`src/rtl/load_run_dump_pkg.sv`:
```
`default_nettype none
// ============================================================================
// Package : load_run_dump_pkg
// Shared states and constants for the load/run/dump controller.
// Revision: 1.0
// ============================================================================
package load_run_dump_pkg;

  typedef enum logic [2:0] {
    ST_IDLE = 3'd0,
    ST_LOAD = 3'd1,
    ST_RUN  = 3'd2,
    ST_DMEM = 3'd3,
    ST_DREG = 3'd4,
    ST_DONE = 3'd5
  } state_t;

  localparam logic DUMP_KIND_MEM = 1'b0;
  localparam logic DUMP_KIND_REG = 1'b1;
  localparam int   WORD_BYTES    = 4;

endpackage
`default_nettype wire

```
`src/rtl/byte_word_packer.sv`:
```
`default_nettype none
// ============================================================================
// Module : byte_word_packer
// Shifts bytes in MSB-first; flags a full 32-bit word, cleared on take.
// Revision: 1.0
// ============================================================================
module byte_word_packer
  import load_run_dump_pkg::*;
(
  input  logic        clk,
  input  logic        clr,
  input  logic        in_valid,
  input  logic [7:0]  in_byte,
  input  logic        take,
  output logic [31:0] word,
  output logic        full
);

  logic [2:0]  r_cnt;
  logic [31:0] r_word;

  always_ff @(posedge clk or posedge clr) begin
    if (clr) begin
      r_cnt  <= '0;
      r_word <= '0;
    end else if (take) begin
      r_cnt  <= '0;
      r_word <= '0;
    end else if (in_valid && !full) begin
      r_word <= {r_word[23:0], in_byte};
      r_cnt  <= r_cnt + 3'd1;
    end
  end

  assign word = r_word;
  assign full = (r_cnt == 3'(WORD_BYTES));

endmodule
`default_nettype wire

```
`src/rtl/load_run_dump_ctrl.sv`:
```
`default_nettype none
// ============================================================================
// Module : load_run_dump_ctrl
// Loads a program image into CPU RAM, runs the CPU, then dumps RAM and regs.
// Revision: 1.0
// ============================================================================
module load_run_dump_ctrl
  import load_run_dump_pkg::*;
#(
  parameter int  ADDR_W     = 8,
  parameter int  NREGS      = 16,
  parameter int  DUMP_BASE  = 0,
  parameter int  DUMP_WORDS = 63,
  parameter int  MAX_CYCLES = 1024,
  localparam int RSEL_W     = $clog2(NREGS)
) (
  input  logic              clk,
  input  logic              clr,
  input  logic              start,
  input  logic              ld_valid,
  output logic              ld_ready,
  input  logic [7:0]        ld_data,
  input  logic              ld_last,
  output logic [ADDR_W-1:0] mem_addr,
  output logic [7:0]        mem_wdata,
  output logic              mem_we,
  input  logic [7:0]        mem_rdata,
  output logic              cpu_clr,
  output logic              cpu_run,
  input  logic              cpu_halt,
  output logic [RSEL_W-1:0] reg_sel,
  input  logic [31:0]       reg_rdata,
  output logic              dump_valid,
  input  logic              dump_ready,
  output logic [31:0]       dump_data,
  output logic              dump_kind,
  output logic [ADDR_W-1:0] dump_idx,
  output logic              done,
  output logic              timeout,
  output logic              overflow,
  output logic [ADDR_W:0]   byte_count
);

  localparam int              CYC_W        = $clog2(MAX_CYCLES + 1);
  localparam int              WCNT_W       = (DUMP_WORDS > 1) ? $clog2(DUMP_WORDS) : 1;
  localparam logic [ADDR_W:0] c_last_slot  = {1'b0, {ADDR_W{1'b1}}};
  localparam logic [2:0]      c_phase_wait = 3'(WORD_BYTES + 1);

  state_t              r_state, w_next;
  logic [ADDR_W:0]     r_byte_count;
  logic                r_timeout, r_overflow;
  logic [CYC_W-1:0]    r_cyc;
  logic [2:0]          r_phase;
  logic [WCNT_W-1:0]   r_word;
  logic [ADDR_W-1:0]   r_addr;
  logic [RSEL_W-1:0]   r_reg;
  logic                r_reg_valid;
  logic [31:0]         r_reg_data;
  logic [31:0]         w_pk_word;
  logic                w_pk_full;

  wire w_accept    = (r_state == ST_LOAD) && ld_valid;
  wire w_last_cyc  = (r_cyc == CYC_W'(MAX_CYCLES - 1));
  wire w_mem_take  = (r_state == ST_DMEM) && w_pk_full && dump_ready;
  wire w_reg_take  = (r_state == ST_DREG) && r_reg_valid && dump_ready;
  wire w_last_word = (r_word == WCNT_W'(DUMP_WORDS - 1));
  wire w_last_reg  = (r_reg == RSEL_W'(NREGS - 1));
  wire w_restart   = start && ((r_state == ST_IDLE) || (r_state == ST_DONE));
  // Phases 1..4 each capture the byte addressed in the previous phase.
  wire w_pk_shift  = (r_state == ST_DMEM) && (r_phase != 3'd0) &&
                     (r_phase <= 3'(WORD_BYTES));

  byte_word_packer u_packer (
    .clk      (clk),
    .clr      (clr),
    .in_valid (w_pk_shift),
    .in_byte  (mem_rdata),
    .take     (w_mem_take),
    .word     (w_pk_word),
    .full     (w_pk_full)
  );

  always_ff @(posedge clk or posedge clr) begin
    if (clr) r_state <= ST_IDLE;
    else     r_state <= w_next;
  end

  always_comb begin
    w_next     = r_state;
    ld_ready   = 1'b0;
    mem_we     = 1'b0;
    mem_wdata  = '0;
    mem_addr   = '0;
    cpu_clr    = 1'b0;
    cpu_run    = 1'b0;
    reg_sel    = '0;
    dump_valid = 1'b0;
    dump_data  = '0;
    dump_kind  = DUMP_KIND_MEM;
    dump_idx   = '0;
    done       = 1'b0;
    case (r_state)
      ST_IDLE: begin
        cpu_clr = 1'b1;
        if (start) w_next = ST_LOAD;
      end
      ST_LOAD: begin
        cpu_clr   = 1'b1;
        ld_ready  = 1'b1;
        mem_we    = ld_valid;
        mem_addr  = r_byte_count[ADDR_W-1:0];
        mem_wdata = ld_valid ? ld_data : 8'h00;
        if (w_accept && (ld_last || r_byte_count == c_last_slot)) w_next = ST_RUN;
      end
      ST_RUN: begin
        cpu_run = 1'b1;
        if (cpu_halt || w_last_cyc) w_next = ST_DMEM;
      end
      ST_DMEM: begin
        mem_addr   = r_addr + ADDR_W'(r_phase);
        dump_valid = w_pk_full;
        dump_data  = w_pk_full ? w_pk_word : 32'h0;
        dump_idx   = r_addr;
        if (w_mem_take && w_last_word) w_next = ST_DREG;
      end
      ST_DREG: begin
        reg_sel    = r_reg;
        dump_valid = r_reg_valid;
        dump_data  = r_reg_valid ? r_reg_data : 32'h0;
        dump_kind  = DUMP_KIND_REG;
        dump_idx   = ADDR_W'(r_reg);
        if (w_reg_take && w_last_reg) w_next = ST_DONE;
      end
      ST_DONE: begin
        done = 1'b1;
        if (start) w_next = ST_IDLE;
      end
      default: w_next = ST_IDLE;
    endcase
  end

  always_ff @(posedge clk or posedge clr) begin
    if (clr) begin
      r_byte_count <= '0;
      r_timeout    <= 1'b0;
      r_overflow   <= 1'b0;
      r_cyc        <= '0;
      r_phase      <= '0;
      r_word       <= '0;
      r_addr       <= '0;
      r_reg        <= '0;
      r_reg_valid  <= 1'b0;
      r_reg_data   <= '0;
    end else begin
      if (w_restart) begin
        r_byte_count <= '0;
        r_timeout    <= 1'b0;
        r_overflow   <= 1'b0;
      end
      if (w_accept) begin
        r_byte_count <= r_byte_count + (ADDR_W+1)'(1);
        if (!ld_last && r_byte_count == c_last_slot) r_overflow <= 1'b1;
      end
      // A halt in the budget's final cycle takes priority over timeout.
      if (r_state == ST_RUN) begin
        r_cyc <= r_cyc + CYC_W'(1);
        if (!cpu_halt && w_last_cyc) r_timeout <= 1'b1;
      end else begin
        r_cyc <= '0;
      end
      if (r_state == ST_DMEM) begin
        if (r_phase != c_phase_wait) begin
          r_phase <= r_phase + 3'd1;
        end else if (w_mem_take) begin
          r_phase <= '0;
          r_addr  <= r_addr + ADDR_W'(WORD_BYTES);
          r_word  <= r_word + WCNT_W'(1);
        end
      end else begin
        r_phase <= '0;
        r_word  <= '0;
        r_addr  <= ADDR_W'(DUMP_BASE);
      end
      if (r_state == ST_DREG) begin
        if (!r_reg_valid) begin
          r_reg_data  <= reg_rdata;
          r_reg_valid <= 1'b1;
        end else if (dump_ready) begin
          r_reg_valid <= 1'b0;
          r_reg       <= r_reg + RSEL_W'(1);
        end
      end else begin
        r_reg       <= '0;
        r_reg_valid <= 1'b0;
      end
    end
  end

  assign byte_count = r_byte_count;
  assign timeout    = r_timeout;
  assign overflow   = r_overflow;

endmodule
`default_nettype wire

```
`config.mk`:
```
export PLATFORM = sky130hd
export DESIGN_NAME = load_run_dump_ctrl
export DESIGN_NICKNAME = d
export VERILOG_FILES = /design/src/rtl/load_run_dump_pkg.sv /design/src/rtl/byte_word_packer.sv /design/src/rtl/load_run_dump_ctrl.sv
export SDC_FILE = /design/constraint.sdc
export NUM_CORES = 1
export LEC_CHECK = 0
export ABC_AREA = 1
export BUFFER_PORTS_ARGS = -buffer_cell sky130_fd_sc_hd__clkbuf_2
export CORE_ASPECT_RATIO = 2
export CORE_MARGIN = 2
export CORE_UTILIZATION = 56
export CTS_BUF_LIST = sky130_fd_sc_hd__clkbuf_8
export DETAILED_ROUTE_END_ITERATION = 10
export HOLD_SLACK_MARGIN = 0.1
export PLACE_DENSITY = 0.86
export REMOVE_ABC_BUFFERS = 1
export SYNTH_ARGS = -nofsm -noshare
export SYNTH_HDL_FRONTEND = slang
export SYNTH_SLANG_ARGS = --single-unit
```
`constraint.sdc`:
```
create_clock -name clk -period 4.1 [get_ports clk]
set_input_delay 0.82 -clock clk [delete_from_list [all_inputs] [get_ports clk]]
set_output_delay 0.82 -clock clk [all_outputs]
set_load 0.1 [all_outputs]
```
==> flow_summary.json, run 1 <==
{
  "tritoncts": "yes",
  "core_um2": 9700,
  "rr_worst_depth": 13,
  "finClkSkew_ns": 0.0111,
  "regArea_um2": 2800,
  "slew_violations": 0,
  "finalCritPeriodShare": 0.870,
  "required_ns": 3.28,
  "antenna_found_initial": 0,
  "yosys_register_bits": 112,
  "cp.depth": 7,
  "start_util": 0.573,
  "hold_viol": 0,
  "critPathLaunchType": "flop",
  "cp_num_buf_inv": 2,
  "ys_types": 36,
  "final_nets": 804,
  "final.fill_count": 797,
  "port_buffers": 132,
  "post_cts_buffers": 0,
  "dp_hpwl_mm": 9.76,
  "critical-path-max-stage-delay_ns": 0.52,
  "powerDensity_nw_per_um2": 626,
  "overflow": 0,
  "cap_violations": 0,
  "path_clk_slew_ns": 0.11,
  "syn_avg_cell_area_um2": 9.00,
  "cp.arrival_ns": 2.75,
  "first_pass_iters": 5,
  "place.gp.congestion": 0.759,
  "die_w_um": 74.5,
  "cp_max_fo": 16,
  "whs_endpoint": "r_cyc[0]$_DFF_PP0_",
  "design_area_um2": 6460,
  "swShare": 0.441,
  "numCtsBuffers": 9,
  "fp.dieH_um": 145,
  "clk_latency_ns": 0.38,
  "cp_slowest_cell": "nor2_2",
  "netSwitchingPower_mw": 1.78,
  "multi_input_area_um2": 2260,
  "syn_inst": 618,
  "rsz0062_at_grt": "no",
  "placed_cell_area_um2": 6230,
  "worstPathCellList": "nor2_4 > nand2_2 > nor2_2 > buf_4 > nand2_1 > o21ai_0 > clkbuf_2",
  "cts_hold_buf": 0,
  "period_minus_slack_ns": 3.57,
  "criticalPathCategory": "flop to output pin",
  "clockBufferDepth": 2,
  "hold_path.class": "flop to flop",
  "hold_start": "r_cyc[0]$_DFF_PP0_",
  "yosysSeqAreaShare": 0.504,
  "std_cell_rows": 51,
  "post_drt_via_cell_ratio": 5.50,
  "io_pins": 133,
  "r2r-end": "r_state[0]$_DFFE_PP0P_",
  "finish.utilization": 0.666,
  "drtIter0Drc": 269,
  "cts_sinks": 112,
  "vdd_ir_drop_max_mv": 0.386,
  "cpLargestDelayFamily": "simple AND/OR/NAND/NOR gates",
  "root_buffer": "clkbuf_8",
  "worstMarginPinSlew_ns": 1.03,
  "grt_util_all_layers": 0.251,
  "cp-end-kind": "output pin",
  "finalWirelength_mm": 13.1,
  "final_cell_mix": "132 x clkbuf_2, 112 x dfrtp_1, 103 x nand2_1, 81 x inv_1, 56 x nor2_1",
  "htreeDepth": 3,
  "max_freq_mhz": 280,
  "vias": 4820,
  "holdPathStages": 1,
  "internal-power_mw": 2.26,
  "grt_pass1_wl_mm": 21.4,
  "reg2reg_slack_ns": 1.86,
  "final_common_cell": "clkbuf_2",
  "wire_per_inst_um": 14.9,
  "dieArea_um2": 10800,
  "power.clock.fraction": 0.184,
  "grt_pass1_vias": 4737,
  "diodes": 0,
  "seqPwrFrac": 0.412,
  "r2r_start": "byte_count[1]$_DFFE_PP0P_",
  "post_cts_resized": 0,
  "syn_to_final_growth_pct": 16.2,
  "grt_max_degree": 86,
  "drive_gt1_frac": 0.267,
  "run_status": "finished clean",
  "ys_warn_count": 0,
  "drc": 0,
  "power.share.combinational": 0.405,
  "leakage_nw": 3.17,
  "syn-cell-area_um2": 5560,
  "ant_nets": 0,
  "setup-violations-final": 0,
  "slew_headroom": 0.312
}
[layer usage]
metal	vias to the layer above	wire length, µm	GRT usage	share of wire
met1	2320	4810	0.280	0.37
met4	0	411	0.116	0.031
met5	-	0	0	0
met2	189	7120	0.440	0.55
li1	2270	-	-	-
met3	41	716	0.0514	0.055
[through the flow]
| stage | cells | hold WS [ns] | total power, mW | setup WS, ns | TNS (ns) |
|---|---|---|---|---|---|
| global placement | 860 | 0.446 | 3.23 | 1.11 | 0 |
| global route | 876 | 0.514 | 4.27 | 0.325 | 0 |
| finish | 876 | 0.475 | 4.05 | 0.534 | 0 |
| CTS | 876 | 0.481 | 4.06 | 0.539 | 0 |
| detailed placement | 860 | 0.463 | 3.32 | 0.966 | 0 |
| floorplan | 593 | 0.432 | 2.95 | -1.49 | -20.35 |
[how the worst max path moves through the flow]
stage,start,end,slack [ns]
after detailed placement,r_state[0]$_DFFE_PP0P_,dump_data[14],0.97
after global routing,r_state[0]$_DFFE_PP0P_,dump_data[7],0.33
after floorplan,r_state[1]$_DFFE_PP0P_,mem_addr[2],-1.49
final,r_state[0]$_DFFE_PP0P_,dump_data[14],0.53
after global placement,r_state[0]$_DFFE_PP0P_,dump_data[7],1.11
after CTS,r_state[0]$_DFFE_PP0P_,dump_data[14],0.54
[synthesized netlist by cell type]
cell      instances  share of area
dfrtp_1         112           0.50
nand2_1         104          0.070
inv_1            82          0.055
nor2_1           57          0.038
o21ai_0          51          0.046
o22ai_1          42          0.047
nand3_1          27          0.024
mux2_2           18          0.036
a21oi_1          17          0.015
xor2_1           11          0.017
buf_6            10          0.020
ha_1             10          0.022
buf_2             8         0.0072
mux2_4            8          0.022
o21ai_1           8         0.0072
clkbuf_1          6         0.0040
nand4_1           6         0.0067
o31ai_1           6         0.0081
xnor2_1           5         0.0079
nor3_1            4         0.0036
nand2_2           3         0.0034
nor2_2            3         0.0034
nor2_4            3         0.0061
inv_2             2         0.0014
nand2_4           2         0.0040
o21ai_2           2         0.0032
or2_2             2         0.0022
a211oi_1          1         0.0014
a22o_1            1         0.0016
buf_4             1         0.0014
clkinv_1          1        0.00067
nand3_2           1         0.0018
nand3b_1          1         0.0014
nor3_2            1         0.0018
nor3b_1           1         0.0014
o32ai_1           1         0.0016
[cell type report]
type	instances	area share
clock buffers	9	0.0192
clock inverters	7	0.0159
inverters	85	0.0498
multi-input cells	396	0.350
flip-flops and latches	112	0.434
well taps	132	0.0256
repair buffers	135	0.106
[power groups by stage]
stage                     Sequential (mW)  Combinational, mW  Clock (mW)
after detailed placement             1.68               1.64           0
after CTS                            1.66               1.64       0.754
final                                1.67               1.64       0.743
after global placement               1.66               1.57           0
after floorplan                      1.74               1.21           0
after global routing                 1.70               1.77       0.798
[worst register-to-register path: stages, from the launching register on]
cell and delay [ns]:
dfrtp_1 0.41, ha_1 0.20, nand3_1 0.15, nor2_1 0.17, nand3_1 0.12, nor2_1 0.18
ha_1 0.19, o21ai_0 0.09, nand2_1 0.09, nand2_1 0.07, nor2_1 0.22, nand3_1 0.13
nand2_1 0.08, nand2_1 0.05
[kinds of logic after synthesis]
family,after synthesis,synth area share
DFF,112,0.504
buffers and inverters,110,0.0902
AOI/OAI and AO/OA,129,0.131
adders and majority gates,10,0.0225
and+or+nand+nor,215,0.169
xor gates and xnor gates,16,0.0252
muxes,26,0.0580
No activity file was read; power rests on OpenSTA's default activity.
==> run 2: changes to the inputs <==
--- a/config.mk
+++ b/config.mk
@@ -13,7 +13,7 @@
 export CTS_BUF_LIST = sky130_fd_sc_hd__clkbuf_8
 export DETAILED_ROUTE_END_ITERATION = 10
 export HOLD_SLACK_MARGIN = 0.1
-export PLACE_DENSITY = 0.86
+export PLACE_DENSITY = 0.8
 export REMOVE_ABC_BUFFERS = 1
 export SYNTH_ARGS = -nofsm -noshare
 export SYNTH_HDL_FRONTEND = slang
==> constraint.sdc (replaced) <==
create_clock -name clk -period 4.1 [get_ports clk]
set_input_delay 0.82 -clock clk [delete_from_list [all_inputs] [get_ports clk]]
set_output_delay 0.82 -clock clk [all_outputs]
set_load 0.01 [all_outputs]
==> run 2 against run 1 <==
Sequential cell count stayed put. Register-to-register slack gained 0.05 ns. Worst setup slack improved by 0.30 ns. Wire length is 3.8% lower. Highest routed layer unchanged. First-iteration DRC count decreased by 16%. Global-route usage decreased by 0.98 points. Hold slack got worse by 0.0080 ns. Die area did not move. Critical path type unchanged. Count of clock-buffer cells in the layout did not move.
==> flow_summary.json, run 2 (synthesized netlist as in run 1, its figures left out) <==
{
  "run_status": "finished clean",
  "cp.arrival_ns": 2.45,
  "cap_violations": 0,
  "clockBufferDepth": 2,
  "setup-violations-final": 0,
  "fin_setup_tns_ns": 0,
  "numCtsBuffers": 9,
  "ant_nets": 0,
  "period_minus_slack_ns": 3.27,
  "max_freq_mhz": 306,
  "io_pins": 133,
  "die_w_um": 74.5,
  "tritoncts": "yes",
  "fp.dieH_um": 145,
  "htreeDepth": 3,
  "root_buffer": "clkbuf_8",
  "finClkSkew_ns": 0.0161,
  "final_common_cell": "clkbuf_2",
  "fin_hold_ws_ns": 0.468,
  "syn_to_final_growth_pct": 15.7,
  "rsz0062_at_grt": "no",
  "finalCritPeriodShare": 0.797,
  "wire_per_inst_um": 14.3,
  "slew_violations": 0,
  "grt_util_all_layers": 0.241,
  "cp-end-kind": "output pin",
  "finalWirelength_mm": 12.6,
  "start_util": 0.573,
  "drtIter0Drc": 227,
  "path_clk_slew_ns": 0.11,
  "diodes": 0,
  "post_cts_buffers": 0,
  "dieArea_um2": 10800,
  "final_cells": 877,
  "std_cell_rows": 51,
  "hold_viol": 0,
  "clk_latency_ns": 0.39,
  "cp_max_fo": 15,
  "criticalPathCategory": "flop to output pin",
  "final_cell_mix": "132 x clkbuf_2, 112 x dfrtp_1, 103 x nand2_1, 82 x inv_1, 56 x nor2_1",
  "place.gp.congestion": 0.786,
  "drive_gt1_frac": 0.267,
  "post_drt_via_cell_ratio": 5.29,
  "required_ns": 3.28,
  "cts_sinks": 112,
  "final_nets": 805,
  "cts_hold_buf": 0,
  "multi_input_area_um2": 2260,
  "drc": 0,
  "powerDensity_nw_per_um2": 532,
  "grt_pass1_vias": 4596,
  "hold_path.class": "flop to flop",
  "critPathLaunchType": "flop",
  "first_pass_iters": 4,
  "worstMarginPinSlew_ns": 0.915,
  "antenna_found_initial": 0,
  "grt_pass1_wl_mm": 20.6,
  "dp_hpwl_mm": 9.31,
  "post_cts_resized": 0,
  "overflow": 0,
  "port_buffers": 132,
  "regArea_um2": 2800,
  "vdd_ir_drop_max_mv": 0.357,
  "core_um2": 9700,
  "final.fill_count": 835,
  "placedCellCount": 861,
  "grt_max_degree": 51,
  "vias": 4643,
  "slew_headroom": 0.388,
  "leakage_nw": 3.16
}
-- run 2: cell count changes in the layout (fill, tap and decap cells not counted), sizes merged --
| cell | change |
|---|---|
| inv | +2 |
| buf | +1 |
| bufinv | -2 |
-- run 2: area by class of cell --
class,instances,area share
clock buffers,9,0.0193
clock inverters,7,0.0103
inverters,85,0.0500
multi-input cells,396,0.352
flip-flops and latches,112,0.436
well taps,132,0.0257
repair buffers,136,0.107
-- run 2: power breakdown --
part | switching (mW) | total, mW | leakage (nW) | internal, mW
Combinational | 0.675 | 1.12 | 1.63 | 0.443
Clock | 0.401 | 0.637 | 0.101 | 0.236
Sequential | 0.200 | 1.67 | 1.44 | 1.47
-- run 2: through the flow --
step	utilization	power [mW]	setup WS [ns]	area, µm²
after floorplan	-	2.44	0.321	5380
after CTS	0.663	3.44	0.840	6430
after detailed placement	0.644	2.80	1.27	6240
after global routing	0.663	3.65	0.664	6430
after global placement	0.644	2.73	1.42	6240
final	0.663	3.42	0.834	6430
-- run 2: path summary, 6_finish.rpt --
kind	start	end	slack, ns	depth (start not counted)
worst min-delay path	r_cyc[0]$_DFF_PP0_	r_cyc[0]$_DFF_PP0_	0.47	1
worst max-delay path	r_state[0]$_DFFE_PP0P_	dump_data[7]	0.83	7
worst min register to register	r_cyc[0]$_DFF_PP0_	r_cyc[0]$_DFF_PP0_	0.47	1
max in group asynchronous	clr	r_reg_data[4]$_DFFE_PP0P_	2.74	3
min in group asynchronous	clr	r_reg_data[7]$_DFFE_PP0P_	0.48	2
worst max register to register	byte_count[0]$_DFFE_PP0P_	r_state[0]$_DFFE_PP0P_	1.91	13
-- run 2: layer usage --
metal | vias to the layer above | part of all wire | global-route usage
met5 | - | 0 | 0
met4 | 0 | 0.021 | 0.0866
met3 | 21 | 0.053 | 0.0535
met2 | 141 | 0.53 | 0.422
li1 | 2271 | - | -
met1 | 2210 | 0.39 | 0.279
-- run 2: worst max-delay path: stages, from the launching register on --
cell and delay, ns:
dfrtp_1 0.50, nor2_4 0.16, nand2_2 0.15, nor2_2 0.54, buf_4 0.33, nand2_1 0.09
o21ai_0 0.11, clkbuf_2 0.19
==> run 3: changes to the inputs <==
==> constraint.sdc (replaced) <==
create_clock -name clk -period 3.1 [get_ports clk]
set_input_delay 0.62 -clock clk [delete_from_list [all_inputs] [get_ports clk]]
set_output_delay 0.62 -clock clk [all_outputs]
set_load 0.01 [all_outputs]
==> run 3 against run 2 <==
Die area unchanged. Sequential share of layout area decreased by 0.093 points. Clock skew decreased by 0.0057 ns. Clock power increased by 35%. Wire length increased by 0.66%. Worst setup slack got worse by 0.53 ns. Global-route usage increased by 1.0 points. Combinational power increased by 33%. Largest cell class unchanged.
==> flow_summary.json, run 3 (synthesized netlist as in run 1, its figures left out) <==
{
  "htreeDepth": 3,
  "fin_setup_tns_ns": 0,
  "port_buffers": 132,
  "cts_hold_buf": 0,
  "post_cts_resized": 0,
  "rsz0062_at_grt": "no",
  "post_cts_buffers": 0,
  "grt_pass1_vias": 4748,
  "run_status": "finished clean",
  "slew_headroom": 0.393,
  "clockBufferDepth": 2,
  "hold_viol": 0,
  "final_cell_mix": "132 x clkbuf_2, 112 x dfrtp_1, 103 x nand2_1, 81 x inv_1, 56 x nor2_1",
  "cp_max_fo": 29,
  "fp.dieH_um": 145,
  "finalCritPeriodShare": 0.900,
  "leakage_nw": 3.17,
  "slew_violations": 0,
  "rr_worst_depth": 13,
  "std_cell_rows": 51,
  "grt_pass1_wl_mm": 21.4,
  "cp-end-kind": "output pin",
  "diodes": 0,
  "final_nets": 804,
  "critical-path-max-stage-delay_ns": 0.51,
  "cp_slowest_cell": "dfrtp_1",
  "required_ns": 2.48,
  "seqPwrFrac": 0.483,
  "netSwitchingPower_mw": 1.70,
  "cpLargestDelayFamily": "buffers and inverters",
  "overflow": 0,
  "final_common_cell": "clkbuf_2",
  "swShare": 0.374,
  "syn_to_final_growth_pct": 15.9,
  "tritoncts": "yes",
  "internal-power_mw": 2.85,
  "dieArea_um2": 10800,
  "cp_num_buf_inv": 3,
  "grt_max_degree": 73,
  "root_buffer": "clkbuf_8",
  "ant_nets": 0,
  "criticalPathCategory": "flop to output pin",
  "powerDensity_nw_per_um2": 706,
  "power.share.combinational": 0.328,
  "finish.utilization": 0.665,
  "path_clk_slew_ns": 0.11,
  "io_pins": 133,
  "numCtsBuffers": 9,
  "cap_violations": 0,
  "antenna_found_initial": 0,
  "finalWirelength_mm": 12.6,
  "vdd_ir_drop_max_mv": 0.492,
  "cp.arrival_ns": 2.17,
  "post_drt_via_cell_ratio": 5.37,
  "max_freq_mhz": 358,
  "worstMarginPinSlew_ns": 0.907,
  "fin_hold_ws_ns": 0.266,
  "wire_per_inst_um": 14.4,
  "cp.depth": 7,
  "period_minus_slack_ns": 2.79,
  "critPathLaunchType": "flop",
  "vias": 4700,
  "start_util": 0.573,
  "drtIter0Drc": 280,
  "drc": 0,
  "dp_hpwl_mm": 9.56,
  "fin_total_pwr_mw": 4.55,
  "worstPathCellList": "nor2_4 > nand2_2 > nor2_2 > buf_4 > inv_1 > o22ai_1 > clkbuf_2",
  "clk_latency_ns": 0.38,
  "power.clock.fraction": 0.189,
  "grt_util_all_layers": 0.252,
  "die_w_um": 74.5,
  "core_um2": 9700,
  "drive_gt1_frac": 0.267,
  "setup-violations-final": 0,
  "final.fill_count": 839,
  "hold_path.class": "primary input to async pin",
  "first_pass_iters": 5,
  "finClkSkew_ns": 0.0104,
  "place.gp.congestion": 0.826,
  "cts_sinks": 112
}
## run 3: worst paths after layout
| kind | from | slack [ns] | endpoint |
|---|---|---|---|
| min reg2reg | r_cyc[0]$_DFF_PP0_ | 0.47 | r_cyc[0]$_DFF_PP0_ |
| max reg2reg | byte_count[1]$_DFFE_PP0P_ | 0.90 | r_state[0]$_DFFE_PP0P_ |
| max | r_state[0]$_DFFE_PP0P_ | 0.31 | dump_data[4] |
| min in group clk | cpu_halt | 0.42 | timeout$_DFF_PP0_ |
| max in group asynchronous | clr | 2.08 | u_packer.r_cnt[2]$_DFFE_PP0P_ |
| min | clr | 0.27 | r_cyc[2]$_DFF_PP0_ |
## run 3: final cells by class
type / count / area (µm²) / share of cell area
tap: 132 / 165 / 0.0256
multi-input combinational: 396 / 2270 / 0.352
sequential: 112 / 2800 / 0.435
clock inverter: 7 / 70.1 / 0.0109
clock buffer: 9 / 124 / 0.0192
inverter: 85 / 322 / 0.0499
timing repair buffer: 135 / 696 / 0.108
## run 3: routing by layer
metal | up-vias | track usage | part of all wire
met5 | - | 0 | 0
met4 | 0 | 0.0938 | 0.022
met3 | 25 | 0.0444 | 0.049
met2 | 148 | 0.447 | 0.55
met1 | 2257 | 0.290 | 0.38
li1 | 2270 | - | -
## run 3: power groups by stage
stage / combinational (mW) / clock (mW) / sequential, mW
after floorplan: 1.07 / 0 / 2.16
after global placement: 1.43 / 0 / 2.19
after detailed placement: 1.50 / 0 / 2.22
after CTS: 1.50 / 0.877 / 2.19
after global routing: 1.68 / 0.939 / 2.25
final: 1.49 / 0.859 / 2.20
## run 3: metrics by stage
stage / cells / cell area, µm² / setup WS [ns]
3_3_place_gp: 860 / 6250 / 0.800
2_1_floorplan: 593 / 5380 / -0.479
4_1_cts: 876 / 6440 / 0.280
6_report: 876 / 6450 / 0.309
5_1_grt: 876 / 6450 / 0.136
3_5_place_dp: 860 / 6250 / 0.718
